## src/rtl/multicycle_ctrl_fsm_pkg.sv

```systemverilog
// Shared encodings for the multicycle ARMv4 control unit: state enum, ALU codes,
// instruction-field constants and datapath select values.
package multicycle_ctrl_fsm_pkg;

  typedef enum logic [3:0] {
    S_FETCH    = 4'd0,
    S_DECODE   = 4'd1,
    S_MEMADR   = 4'd2,
    S_MEMRD    = 4'd3,
    S_MEMWB    = 4'd4,
    S_MEMWR    = 4'd5,
    S_EXECUTER = 4'd6,
    S_EXECUTEI = 4'd7,
    S_ALUWB    = 4'd8,
    S_BRANCH   = 4'd9
  } state_t;

  localparam logic [1:0] ALU_ADD = 2'b00;
  localparam logic [1:0] ALU_SUB = 2'b01;
  localparam logic [1:0] ALU_AND = 2'b10;
  localparam logic [1:0] ALU_ORR = 2'b11;

  localparam logic [1:0] OP_DP  = 2'b00;
  localparam logic [1:0] OP_MEM = 2'b01;
  localparam logic [1:0] OP_BR  = 2'b10;

  localparam logic [3:0] CMD_AND = 4'b0000;
  localparam logic [3:0] CMD_SUB = 4'b0010;
  localparam logic [3:0] CMD_ADD = 4'b0100;
  localparam logic [3:0] CMD_CMP = 4'b1010;
  localparam logic [3:0] CMD_ORR = 4'b1100;

  localparam logic [1:0] RES_ALUOUT = 2'b00;
  localparam logic [1:0] RES_RDATA  = 2'b01;
  localparam logic [1:0] RES_ALU    = 2'b10;

  localparam logic [1:0] SRCB_RM   = 2'b00;
  localparam logic [1:0] SRCB_IMM  = 2'b01;
  localparam logic [1:0] SRCB_FOUR = 2'b10;

endpackage

```

## src/rtl/multicycle_ctrl_fsm_alu_decoder.sv

```systemverilog
// Data-processing ALU decoder: Funct[4:0] -> ALUControl/FlagW, enabled by the FSM.
// CTRL_NOWRITE_EN adds CMP (SUB, flags only) and flags it as a no-writeback op.
module multicycle_ctrl_fsm_alu_decoder
  import multicycle_ctrl_fsm_pkg::*;
(
  input  logic       en,
  input  logic [4:0] funct,
  output logic [1:0] alu_control,
  output logic [1:0] flag_w,
  output logic       no_write
);

  logic [3:0] cmd;
  logic       s_bit;

  assign cmd   = funct[4:1];
  assign s_bit = funct[0];

  // NOTE: every output gets a default before the case so no latch is inferred.
  always_comb begin
    alu_control = ALU_ADD;
    flag_w      = 2'b00;
    no_write    = 1'b0;
    if (en) begin
      case (cmd)
        CMD_ADD: alu_control = ALU_ADD;
        CMD_SUB: alu_control = ALU_SUB;
        CMD_AND: alu_control = ALU_AND;
        CMD_ORR: alu_control = ALU_ORR;
`ifdef CTRL_NOWRITE_EN
        CMD_CMP: begin
          alu_control = ALU_SUB;
          no_write    = 1'b1;
        end
`endif
        default: alu_control = ALU_ADD;
      endcase

      // C,V only make sense for arithmetic results.
      flag_w[1] = s_bit;
      flag_w[0] = s_bit & ((alu_control == ALU_ADD) | (alu_control == ALU_SUB));
`ifdef CTRL_NOWRITE_EN
      if (cmd == CMD_CMP) flag_w = 2'b11;
`endif
    end
  end

endmodule

```

## src/rtl/multicycle_ctrl_fsm.sv

```systemverilog
// Moore control FSM for the multicycle ARMv4 datapath: drives mux selects and
// unconditioned write intents. CTRL_NOWRITE_EN lets CMP skip ALUWB.
module multicycle_ctrl_fsm
  import multicycle_ctrl_fsm_pkg::*;
(
  input  logic       clk,
  input  logic       rst,
  input  logic [1:0] Op,
  input  logic [5:0] Funct,
  input  logic [3:0] Rd,
  output logic       PCS,
  output logic       RegW,
  output logic       MemW,
  output logic [1:0] FlagW,
  output logic       IRWrite,
  output logic       NextPC,
  output logic       AdrSrc,
  output logic [1:0] ResultSrc,
  output logic       ALUSrcA,
  output logic [1:0] ALUSrcB,
  output logic [1:0] ALUControl,
  output logic [3:0] state_o
);

  state_t     state, state_next;
  logic       alu_en;
  logic       no_write;
  logic [1:0] alu_ctrl;
  logic [1:0] flag_w;

  assign alu_en = (state == S_EXECUTER) || (state == S_EXECUTEI);

  multicycle_ctrl_fsm_alu_decoder u_alu_dec (
    .en          (alu_en),
    .funct       (Funct[4:0]),
    .alu_control (alu_ctrl),
    .flag_w      (flag_w),
    .no_write    (no_write)
  );

  // NOTE: state is sequential, so it is updated with non-blocking assignment only.
  always_ff @(posedge clk or negedge rst) begin
    if (!rst) state <= S_FETCH;
    else      state <= state_next;
  end

  always_comb begin
    state_next = state;
    case (state)
      S_FETCH:  state_next = S_DECODE;
      S_DECODE: begin
        case (Op)
          OP_MEM:  state_next = S_MEMADR;
          OP_DP:   state_next = Funct[5] ? S_EXECUTEI : S_EXECUTER;
          OP_BR:   state_next = S_BRANCH;
          default: state_next = S_FETCH;
        endcase
      end
      S_MEMADR:   state_next = Funct[0] ? S_MEMRD : S_MEMWR;
      S_MEMRD:    state_next = S_MEMWB;
      S_MEMWB:    state_next = S_FETCH;
      S_MEMWR:    state_next = S_FETCH;
      S_EXECUTER,
      S_EXECUTEI: state_next = no_write ? S_FETCH : S_ALUWB;
      S_ALUWB:    state_next = S_FETCH;
      S_BRANCH:   state_next = S_FETCH;
      default:    state_next = S_FETCH;
    endcase
  end

  always_comb begin
    PCS        = 1'b0;
    RegW       = 1'b0;
    MemW       = 1'b0;
    IRWrite    = 1'b0;
    NextPC     = 1'b0;
    AdrSrc     = 1'b0;
    ResultSrc  = RES_ALUOUT;
    ALUSrcA    = 1'b0;
    ALUSrcB    = SRCB_RM;
    ALUControl = alu_ctrl;
    FlagW      = flag_w;

    case (state)
      S_FETCH: begin
        IRWrite   = 1'b1;
        NextPC    = 1'b1;
        ALUSrcA   = 1'b1;
        ALUSrcB   = SRCB_FOUR;
        ResultSrc = RES_ALU;
      end
      S_DECODE: begin
        ALUSrcA   = 1'b1;
        ALUSrcB   = SRCB_FOUR;
        ResultSrc = RES_ALU;
      end
      S_EXECUTER: ALUSrcB = SRCB_RM;
      S_EXECUTEI: ALUSrcB = SRCB_IMM;
      S_ALUWB: begin
        ResultSrc = RES_ALUOUT;
        RegW      = 1'b1;
        PCS       = (Rd == 4'hF);
      end
      S_MEMADR: ALUSrcB = SRCB_IMM;
      S_MEMRD:  AdrSrc  = 1'b1;
      S_MEMWB: begin
        ResultSrc = RES_RDATA;
        RegW      = 1'b1;
        PCS       = (Rd == 4'hF);
      end
      S_MEMWR: begin
        AdrSrc = 1'b1;
        MemW   = 1'b1;
      end
      S_BRANCH: begin
        ALUSrcB   = SRCB_IMM;
        ResultSrc = RES_ALU;
        PCS       = 1'b1;
      end
      default: ;
    endcase

    // State is already FETCH under reset; only the write intents need masking.
    if (!rst) begin
      PCS     = 1'b0;
      RegW    = 1'b0;
      MemW    = 1'b0;
      IRWrite = 1'b0;
      NextPC  = 1'b0;
      FlagW   = 2'b00;
    end
  end

  assign state_o = state;

endmodule
```

## config.mk

```make
export PLATFORM = sky130hd
export DESIGN_NAME = multicycle_ctrl_fsm
export DESIGN_NICKNAME = d
export VERILOG_FILES = /design/src/rtl/multicycle_ctrl_fsm_pkg.sv /design/src/rtl/multicycle_ctrl_fsm_alu_decoder.sv /design/src/rtl/multicycle_ctrl_fsm.sv
export SDC_FILE = /design/constraint.sdc
export NUM_CORES = 1
export LEC_CHECK = 0
export BUFFER_PORTS_ARGS = -buffer_cell sky130_fd_sc_hd__buf_2
export CORE_AREA = 2 2 39 41
export CTS_CLUSTER_DIAMETER = 50
export DETAILED_ROUTE_END_ITERATION = 16
export DIE_AREA = 0 0 41 43
export GPL_ROUTABILITY_DRIVEN = 0
export PLACE_DENSITY = 0.69
export SLEW_MARGIN = 40
export SYNTH_ARGS = -nofsm -noshare
export SYNTH_HDL_FRONTEND = slang
export SYNTH_SLANG_ARGS = --single-unit
```

## constraint.sdc

```tcl
create_clock -name clk -period 3.1 [get_ports clk]
set_input_delay 0.465 -clock clk [delete_from_list [all_inputs] [get_ports clk]]
set_output_delay 0.465 -clock clk [all_outputs]
set_load 0.1 [all_outputs]
```

## Yosys cells after proc, flatten, opt, wreduce, memory -nomap -nowiden

Cells that the tools add are included.

- Flip-flop bits (word level): 4
- Input port bits: 14
- Output and inout bits: 19
- Word-level logic and storage cells: 50

- Eq/ne operators: 15
- Muxes and demuxes: 21
- Bitwise gates (word level): 2
- Reductions and logical operators: 11

Operators by type and width:

| kind | number |
|---|---|
| $pmux W4 S5 | 1 |
| $eq A4 B3 Y1 const B | 4 |
| $eq A4 B4 Y1 const B | 4 |
| $eq A4 B2 Y1 const B | 3 |
| $pmux W4 S3 | 1 |
| $mux W1 | 10 |
| $logic_not A4 Y1 | 2 |
| $mux W2 | 4 |
| $pmux W2 S2 | 2 |
| $reduce_or A2 Y1 | 4 |
| $pmux W2 S3 | 1 |
| $reduce_or A3 Y1 | 2 |
| $eq A2 B1 Y1 const B | 2 |
| $eq A4 B1 Y1 const B | 1 |
| $logic_not A2 Y1 | 2 |
| $mux W3 | 1 |
| $eq A2 B2 Y1 const B | 1 |
| $pmux W1 S2 | 1 |
| $and A1 B1 Y1 | 1 |
| $logic_or A1 B1 Y1 | 1 |
| $or A1 B1 Y1 | 1 |

## Logic depth before layout (Yosys ltp)

- Word-level depth: 8
- Gate-level depth with buffers: 5
- Mapped depth without buffers: 3

## By module

Synthesis repeated with hierarchy kept, for this count alone.

- Cells, all modules: 55
- Area total of the unflattened synthesis: 431.7 um^2

Modules (own cells, without submodules):

| module | times used | cells each | area an instance (um^2) | seq. area each (um^2) |
|---|---|---|---|---|
| multicycle_ctrl_fsm | 1 | 45 | 362.8 | 100.1 |
| multicycle_ctrl_fsm_alu_decoder | 1 | 10 | 68.8 | 0.0 |

## Worst setup path before layout

OpenSTA, ideal clock, no wires.

- Kind: reg2out
- Start point: reg state[1], in the netlist state_o[1]
- End point: out NextPC
- Arrival time: 3.867 ns
- Data required time: 2.635 ns
- Setup slack: -1.232 ns
- Stages on the path, launching flop included: 6
- Buffers on the path: 2
- Path through: dfrtp_1 buf_6 inv_2 nand3_1 nor3_1 buf_4

- Cells in the longest elaborated chain, start to end: 3

RTL lines:

| item | RTL line | source |
|---|---|---|
| from (decl) | multicycle_ctrl_fsm.sv:25 | `state_t state, state_next;` |
| from (signal assigned) | multicycle_ctrl_fsm.sv:44 | `else state <= state_next;` |
| $logic_not A4 Y1 | -- |  |
| $mux W1 (2 in a row) | -- |  |
| to (decl) | multicycle_ctrl_fsm.sv:16 | `output logic NextPC,` |

Every way passes these cells.

## Worst setup path after layout

- Start point: reg state[2], in the netlist state_o[2]
- End point: out PCS

- Cells in the longest elaborated chain, start to end: 4
- Elaborated cells on any way between the ends: 6
- Those cells by class: 3 x eq/ne; 2 x mux; 1 x reduce/logical

RTL lines:

| item | RTL line | source |
|---|---|---|
| $eq A4 B3 Y1 or $eq A4 B4 Y1 (tied branches) | multicycle_ctrl_fsm.sv:84 | `case (state)` |
| $reduce_or A2 Y1 (no line) | -- |  |
| $pmux W1 S2 (*) | multicycle_ctrl_fsm.sv:84 |  |
| $mux W1 (*) | multicycle_ctrl_fsm.sv:124 | `if (!rst) begin` |
| to (decl) | multicycle_ctrl_fsm.sv:11 | `output logic PCS,` |

Every way passes the cells marked *; elsewhere a longest branch is shown, timed or not.

==> run summary <==
The post-synthesis sequential element count came out at 4. The die outline height came out at 43 µm. The deepest clock path buffer count came out at 2. After layout, the worst path uses 80.1% of the clock period. The final-report hold violation count came out at 0.

The combined area of all synthesized cells is 450 µm². The clock transition at the registers of the reported paths is 0.04 ns. On the worst path, the slowest cell contributes a delay of 0.68 ns. The number of buffers created by CTS came out at 3. The startpoint type of the worst setup path is a flop.

Among all flip-flop cells after synthesis, the most frequent one is dfrtp_1. The number of setup violations in the final report is 0. Global routing used 13.3% of the available tracks. The tightest slew margin relative to the limit is 62.7%. The Yosys warning count is 0. TritonCTS built the clock tree. Cells fill 47.3% of the core in the end. The largest individual stage delay along the critical path comes from the cell dfrtp_1.

The number of violations of the max-capacitance limit came out at 0. The die covers 0.00176 mm². The setup path with the least slack is of type flop to output port.

The die width is 41 µm. The source-to-sink clock delay at the later pin of the worst-skew pair came out at 0.23 ns. After detailed routing, the average wire length per cell comes to 11.6 µm.

The total grt overflow came out at 0. The clock period minus final worst setup slack came out at 2.48 ns. The initial antenna violation count came out at 0.

The initial utilization of the core area, before any placement, comes to 32.5%. The I/O pin total came out at 33. The root buffer cell is clkbuf_4. The first detailed-routing pass took 2 iterations. The number of nets produced by synthesis is 66. The routed layout has 498 vias. Entering global routing, the biggest net connects 16 pins. The share of async-settable or async-resettable flops after synthesis is 100%. The number of hold-repair buffers added at the cts stage is 0. The first global-routing pass estimated 1650 µm of wire. The estimated wirelength of the detail-placed design is 909 µm. After technology mapping, the gate count stands at 52. Of the synthesized area, sequential elements account for 22.2%. The class of the tightest hold or removal check is primary input to async pin.

The net total in the final layout came out at 98. After synthesis, the cell types taking the most area are dfrtp_1 (22%), nor3_1 (7.8%), o32ai_2 (7.2%). The core region is 0.00138 mm². The sink count of the clock tree came out at 4.

STA classifies the critical path endpoint as an output port. The number of library cell types mapped by synthesis came out at 31. The max-slew violation count is 0. The setup fix buffers added after clock tree synthesis came out at 0. On the critical path the largest part of the delay comes from flip-flops. The final wirelength is 1140 µm.

Of all cell types, the one taking the most synthesized area is dfrtp_1. The pin slew with the least headroom to its limit came out at 0.559 ns. The commonest cells after synthesis are nor3_1 (7), nor2_1 (5), dfrtp_1 (4).

The DRC marker count from the first detailed-route iteration is 2. Relative to the synthesized area, the layout overhead comes to 45.3%. After filler insertion, the fill cell instance count of the layout stands at 142. The number of flip-flops in the largest register came out at 4. The number of levels the H-tree was split into came out at 1.

The area of combinational cells with multiple inputs came out at 338 µm². The DRC violation count after routing is 0. The number of global-route vias before repair is 418. By instance count, the leading cell after synthesis is nor3_1. The mean number of vias per cell came out at 5.08. The clock arrives with 0.000799 ns of skew.

The largest fanout of any net on the critical path is 15. The critical path starts at state_o[2]$_DFF_PN0_. The average cell area after synthesis is 8.66 µm². Row generation in the floorplan step produced 14 rows. The number of flops mapped to enable cells by yosys is 0. The top cell type's share of synthesized area came out at 22.2%. Walking the worst path, the cells encountered are nand2b_1 -> o21ai_1 -> nor4b_4 -> buf_2. The number of buffers added on ports is 32. Static timing analysis puts the maximum clock frequency at 403 MHz. The remaining antenna violation count after routing is 0. The number of diodes is 0.

Setup repair after global routing left no endpoint under its margin. The number of cells upsized or downsized after cts came out at 0. Together, buffers and inverters on the worst path number 1. The fraction of final layout cells with drive strength greater than 1 is 64.6%. Summing all flip-flop and latch instances after layout gives 100 µm².

The startpoint identified for the worst register-to-register timing path is state_o[1]$_DFF_PN0_. The flow ran to the end, and the final reports show no timing, DRC or antenna violations. At the worst endpoint, the arrival time is 2.02 ns.

The endpoint required time on the critical path is 2.63 ns.
[stage by stage]
stage | setup WS [ns] | area [µm²] | TNS (ns) | cells | hold WS [ns]
finish | 0.618 | 654 | 0 | 98 | 0.0563
detailed placement | 0.869 | 632 | 0 | 95 | 0.298
CTS | 0.612 | 654 | 0 | 98 | 0.0505
global route | 0.499 | 654 | 0 | 98 | 0.0544
floorplan | -0.548 | 494 | -1.42 | 52 | 0.169
global placement | 0.948 | 632 | 0 | 95 | 0.297
[logic make-up (layout without fill, tap and decap cells)]
kind of cell              Yosys count  in the layout  share of synthesized area [%]
xor gates and xnor gates            2              2                           3.89
and+or+nand+nor                    26             26                           37.5
buffers and inverters               8             38                           12.5
muxes                               1              1                           2.22
DFF                                 4              4                           22.2
AOI/OAI and AO/OA                  11             11                           21.7
[metal layers]
metal  vias to the layer above  part of all wire [%]  GRT usage, %
met2                        21                    47          21.6
li1                        246                     -             -
met1                       231                    43          16.6
met4                         0                     0             0
met3                         0                   9.8          6.28
met5                         -                     0             0
[path summary, 6_finish.rpt]
path,to,slack [ns],cells after the start
hold / removal,state_o[3]$_DFF_PN0_,0.06,1
setup / recovery,PCS,0.62,4
min in group clk,state_o[3]$_DFF_PN0_,0.55,3
max in group asynchronous,state_o[2]$_DFF_PN0_,2.90,1
setup reg to reg,state_o[1]$_DFF_PN0_,1.78,3
hold reg to reg,state_o[3]$_DFF_PN0_,0.76,1
[placed cells by master, fill, tap and decap left out]
cell type  Yosys  final
nor2b_2        1      1
inv_2          1      1
nor4b_4        0      1
mux2i_1        1      1
o21ai_1        2      2
nand3b_1       1      1
nor2_4         0      1
nand2b_1       3      3
a21oi_2        0      1
nand3_1        1      1
a22oi_1        1      1
buf_2          1     32
a2bb2oi_1      1      1
a211oi_2       1      2
and2_1         2      1
a41oi_1        1      1
nor3b_2        1      1
and2_2         0      1
inv_1          1      1
o21ai_0        1      1
nor3_2         1      5
inv_4          1      1
nor4b_2        2      1
o32ai_2        2      2
nor3_1         7      3
nor2_1         5      5
dfrtp_1        4      4
xor2_1         1      1
clkbuf_4       0      3
nand2_1        1      1
xnor2_1        1      1
[layout make-up]
| cell class | instances | area share, % |
|---|---|---|
| multi-input combinational | 40 | 51.6 |
| timing repair buffer | 32 | 24.5 |
| sequential | 4 | 15.3 |
| clock buffer | 3 | 3.44 |
| tap | 16 | 3.06 |
| inverter | 3 | 2.10 |
Power is left out: the tool's default activity adds up to more than one toggle a clock period on the data nets, which glitch-free logic cannot reach.
